File: config.mk
export PLATFORM = sky130hd
export DESIGN_NAME = shift_reg_universal
export DESIGN_NICKNAME = d
export VERILOG_FILES = /design/src/rtl/shift_reg_pkg.sv /design/src/rtl/shift_reg_step.sv /design/src/rtl/shift_reg_universal.sv
export SDC_FILE = /design/constraint.sdc
export NUM_CORES = 1
export LEC_CHECK = 0
export CORE_ASPECT_RATIO = 0.9
export CORE_MARGIN = 10
export CORE_UTILIZATION = 35
export DETAILED_ROUTE_END_ITERATION = 8
export SYNTH_ARGS = -nofsm -noshare
export SYNTH_HDL_FRONTEND = slang
export SYNTH_HIERARCHICAL = 1
export SYNTH_SLANG_ARGS = --single-unit
File: constraint.sdc
create_clock -name clock -period 3 [get_ports clock]
set_input_delay 0.6 -clock clock [delete_from_list [all_inputs] [get_ports clock]]
set_output_delay 0.6 -clock clock [all_outputs]
set_load 0.005 [all_outputs]
File: src/rtl/shift_reg_pkg.sv
// shift_reg_pkg: opcode and FSM state encodings shared by the universal shift register
package shift_reg_pkg;
  typedef enum logic [2:0] {
    OP_HOLD, OP_CLEAR, OP_LOAD, OP_SHL, OP_SHR, OP_ROL, OP_ROR, OP_ASR
  } op_e;
  typedef enum logic {ST_IDLE, ST_SHIFTING} state_e;
endpackage

File: src/rtl/shift_reg_step.sv
// shift_reg_step: combinational one-position shift/rotate unit
//   value/opcode/serial_in -> next_value, out_bit (bit leaving, or wrapping, for rotates)
module shift_reg_step
  import shift_reg_pkg::*;
#(
  parameter int WIDTH = 8
) (
  input  logic [WIDTH-1:0] value,
  input  op_e              opcode,
  input  logic             serial_in,
  output logic [WIDTH-1:0] next_value,
  output logic             out_bit
);
  assign next_value = opcode == OP_SHL ? {value[WIDTH-2:0], serial_in} :
                      opcode == OP_ROL ? {value[WIDTH-2:0], value[WIDTH-1]} :
                      opcode == OP_SHR ? {serial_in, value[WIDTH-1:1]} :
                      opcode == OP_ROR ? {value[0], value[WIDTH-1:1]} :
                      opcode == OP_ASR ? {value[WIDTH-1], value[WIDTH-1:1]} : value;
  assign out_bit = (opcode == OP_SHL || opcode == OP_ROL) ? value[WIDTH-1] : value[0];
endmodule

File: src/rtl/shift_reg_universal.sv
// shift_reg_universal: parametrised universal shift register with multi-step shift commands
//   cmd_valid/cmd_ready/funcao/quant/entrada: command handshake, opcode, amount, load data
//   serial_in: fill bit for SHL/SHR; valor/serial_out: contents and last bit out
//   busy: multi-step shift in progress; done: one-cycle completion pulse
module shift_reg_universal
  import shift_reg_pkg::*;
#(
  parameter  int               WIDTH       = 8,
  parameter  logic [WIDTH-1:0] RESET_VALUE = '0,
  localparam int               CNT_W       = $clog2(WIDTH + 1)
) (
  input  logic             clock,
  input  logic             reset_n,
  input  logic             cmd_valid,
  output logic             cmd_ready,
  input  logic [2:0]       funcao,
  input  logic [CNT_W-1:0] quant,
  input  logic [WIDTH-1:0] entrada,
  input  logic             serial_in,
  output logic [WIDTH-1:0] valor,
  output logic             serial_out,
  output logic             busy,
  output logic             done
);
  state_e           state_q, state_d;
  op_e              op_q, op_d;
  logic [CNT_W-1:0] rem_q, rem_d;
  logic [WIDTH-1:0] valor_q, valor_d, step_val;
  logic             sout_q, sout_d, done_q, done_d, step_bit;
  op_e              op_in;
  assign op_in = op_e'(funcao);
  // The step unit sees the incoming opcode on the accept edge, the latched one afterwards.
  shift_reg_step #(.WIDTH(WIDTH)) u_step (
    .value     (valor_q),
    .opcode    (state_q == ST_IDLE ? op_in : op_q),
    .serial_in (serial_in),
    .next_value(step_val),
    .out_bit   (step_bit)
  );
  always_comb begin
    state_d = state_q;
    op_d    = op_q;
    rem_d   = rem_q;
    valor_d = valor_q;
    sout_d  = sout_q;
    done_d  = 1'b0;
    if (state_q == ST_SHIFTING) begin
      valor_d = step_val;
      sout_d  = step_bit;
      rem_d   = rem_q - 1'b1;
      if (rem_q == CNT_W'(1)) begin
        state_d = ST_IDLE;
        done_d  = 1'b1;
      end
    end else if (cmd_valid) begin
      op_d = op_in;
      if (op_in < OP_SHL) begin
        valor_d = op_in == OP_CLEAR ? '0 : op_in == OP_LOAD ? entrada : valor_q;
        done_d  = 1'b1;
      end else if (quant == '0) begin
        done_d = 1'b1;
      end else begin
        valor_d = step_val;
        sout_d  = step_bit;
        if (quant == CNT_W'(1)) begin
          done_d = 1'b1;
        end else begin
          state_d = ST_SHIFTING;
          rem_d   = quant - 1'b1;
        end
      end
    end
  end
  always_ff @(posedge clock or negedge reset_n) begin
    if (!reset_n) begin
      state_q <= ST_IDLE;
      op_q    <= OP_HOLD;
      rem_q   <= '0;
      valor_q <= RESET_VALUE;
      sout_q  <= 1'b0;
      done_q  <= 1'b0;
    end else begin
      state_q <= state_d;
      op_q    <= op_d;
      rem_q   <= rem_d;
      valor_q <= valor_d;
      sout_q  <= sout_d;
      done_q  <= done_d;
    end
  end
  assign valor      = valor_q;
  assign serial_out = sout_q;
  assign busy       = state_q == ST_SHIFTING;
  assign cmd_ready  = !busy;
  assign done       = done_q;
endmodule

==> metrics.txt <==
final worst-path cycle share=0.8371; # Post-CTS Setup Buffers=0; placed cells=211; setup violators final=0; drt initial violations=110; Required @ worst endpoint=3.15 ns; Reg2Reg Depth=6; PortBufs=30; Seq/Total Area, Yosys=0.3093; largest net degree at the start of global routing=25; number of global-route vias before repair=1,190; Syn Area/Cell=10.55 um^2; startpoint types=input port; CTS Buffer Depth=2; Slowest cell on crit path=clkdlybuf4s50_1; GRT Total Usage=0.1023; reg2reg setup slack=0.83 ns; Die Width=88.00 um; initial antenna violation count=0; max cap viols=0; max incr delay on CP=0.57 ns; Clk Latency, worst-skew pair=0.26 ns; CP arrival=2.67 ns; reg2reg start=busy; Post-DP Area=0.001767 mm^2; Overflow after GRT=0; clk sinks=18; final wirelength=3517 um; prevailing post-synth register cell=dfrtp_1; cts bufs inserted=3; antenna cells=0; Setup TNS Final=0 ns; Starting Density=0.3599; hold depth=1; CTS Root Cell=clkbuf_8; vias per cell=5.516; total number of vias=1,186; Static Leak=0.7685 nW; Hold Path End=op_q[0]; Hold WC Path Type=flop to flop; ys async rst share=1.000; Post-DRT Antenna Nets=0; Post-Syn Area=0.001456 mm^2; TritonRoute pass-1 iters=5; CP Capture Type=flop; min Tclk post-route=2.511 ns; FF-to-FF End=valor[7]; number of synthesized flops with an enable pin=0; num ports=31; CTS tree=yes; Max Clock Skew=0.01135 ns; Syn Nets=161; peak supply drop=0.3539 mV; pwr dens=1105 mW/mm^2; Final Non-Filler Cells=215; post-route design area=0.001822 mm^2; CTS H-tree lvls=1; critical path type=input port to flop; row count=22; global-route wire length before repair=5906 um; core area=0.004046 mm^2; fin nets=191; RSZ-0062 raised after global routing=no; CP cell instances=clkdlybuf4s50_1, mux2_2, and2_1, mux2i_1, mux2i_1, a22o_1, mux2_2; layout cells sized above 1=0.1856; cts hold-fix bufs=0; die area=0.007145 mm^2; Max Fclk=398.2 MHz; drt drc=0; area grow syn2layout=25.09%; relative slew slack=0.4356; DP Wirelength=2658 um; GP Congestion=0.8104; synthesized flop and latch total=18; worst slew pin tran=0.8439 ns; Synth cell types=38; largest fanout on the critical path=12; worst min-delay path startpoint=op_q[0]; cts repair resizes=0; final hold violation count=0; status=finished, final reports clean; DIE HEIGHT=81.20 um; Slew Limit Fails=0; drt wl/cell=16.36 um; post-synthesis cell count=138; yosys warns=6; Worst-path clk slew=0.08 ns
## critical path, delay by kind of cell
kind / cells / cell delay, ns
buf+inv: 1 / 0.57
simple gates: 1 / 0.35
mux: 4 / 0.91
compound gates: 1 / 0.22
## where the power goes
group          internal, mW  switching [mW]  leakage, nW  total [mW]
registers             0.373           0.160        0.215       0.533
logic                 0.723           0.548        0.525        1.27
clock network         0.117          0.0914       0.0288       0.208
## registers in the layout, summed over array words and instances (netlist names)
register	cells
op_q	3
serial_out	1
done	1
rem_q	4
busy	1
valor	8
## routing by layer
metal,wire length (um),track usage,up-vias
li1,-,-,576
met1,1584,0.1302,574
met2,1685,0.1621,34
met3,235,0.03800,2
met4,11,0.02070,0
met5,0,0,-
## synth_stat cells, drive strengths merged, types with 2 or more instances
cell	n	area share
nand2b	5	0.021
o31ai	2	0.010
or2b	3	0.015
a31oi	2	0.013
nor2	4	0.015
a21o	2	0.015
nand2	7	0.018
o21ai	4	0.014
mux2	18	0.14
mux2i	15	0.10
dfrtp	18	0.31
a22o	8	0.048
a221oi	6	0.040
xor2	5	0.030
buf	8	0.050
o22ai	6	0.026
inv	4	0.010
nor3	9	0.034
ha	4	0.034
## cell usage in the layout, fill, tap and decap left out, types with 2 or more instances in the layout
cell             instances
o21ai_0                  2
o21ai_1                  2
mux2_2                  16
o22ai_1                  6
clkbuf_8                 4
inv_1                    4
mux2i_1                 15
a221oi_1                 5
ha_1                     4
nor3_1                   8
xor2_1                   5
nand2b_1                 5
o31ai_1                  2
nand2_1                  7
dfrtp_1                 18
buf_4                    3
or2b_1                   3
nor2_1                   3
clkdlybuf4s50_1         30
a22o_1                   8
## through the flow
stage	setup WS [ns]	hold WS (ns)	utilization	power, mW
after floorplan	0.7870	0.3044	-	1.512
after global placement	0.3056	0.4925	0.4366	1.791
after detailed placement	0.2503	0.4960	0.4366	1.810
after CTS	0.5285	0.5160	0.4502	2.031
after global routing	0.4116	0.5398	0.4502	2.191
final	0.4888	0.5115	0.4502	2.013
## worst max-delay path by stage
stage | from | to | slack, ns | depth (start not counted)
finish | funcao[1] | valor[0] | 0.49 | 7
global route | funcao[1] | valor[0] | 0.41 | 7
CTS | funcao[1] | valor[0] | 0.53 | 7
detailed placement | funcao[1] | valor[0] | 0.25 | 7
global placement | funcao[1] | valor[0] | 0.31 | 7
floorplan | busy | valor[7] | 0.79 | 8
## final cells by class
type	count	area [um^2]
Sequential cell	18	450.4
Tap cell	48	60.06
Inverter	5	18.77
Multi-Input combinational cell	107	914.6
Timing Repair Buffer	33	322.8
Clock buffer	4	55.05
Fill cell	391	2225
## cell families after synthesis
family          Yosys count  share of synthesized area
compound gates           34                     0.2010
xor+xnor                  5                    0.03007
fa+ha+maj                 4                    0.03437
buf+inv                  13                    0.06270
flops                    18                     0.3093
mux                      33                     0.2448
simple gates             31                     0.1177
No activity file was read; power rests on OpenSTA's default activity.
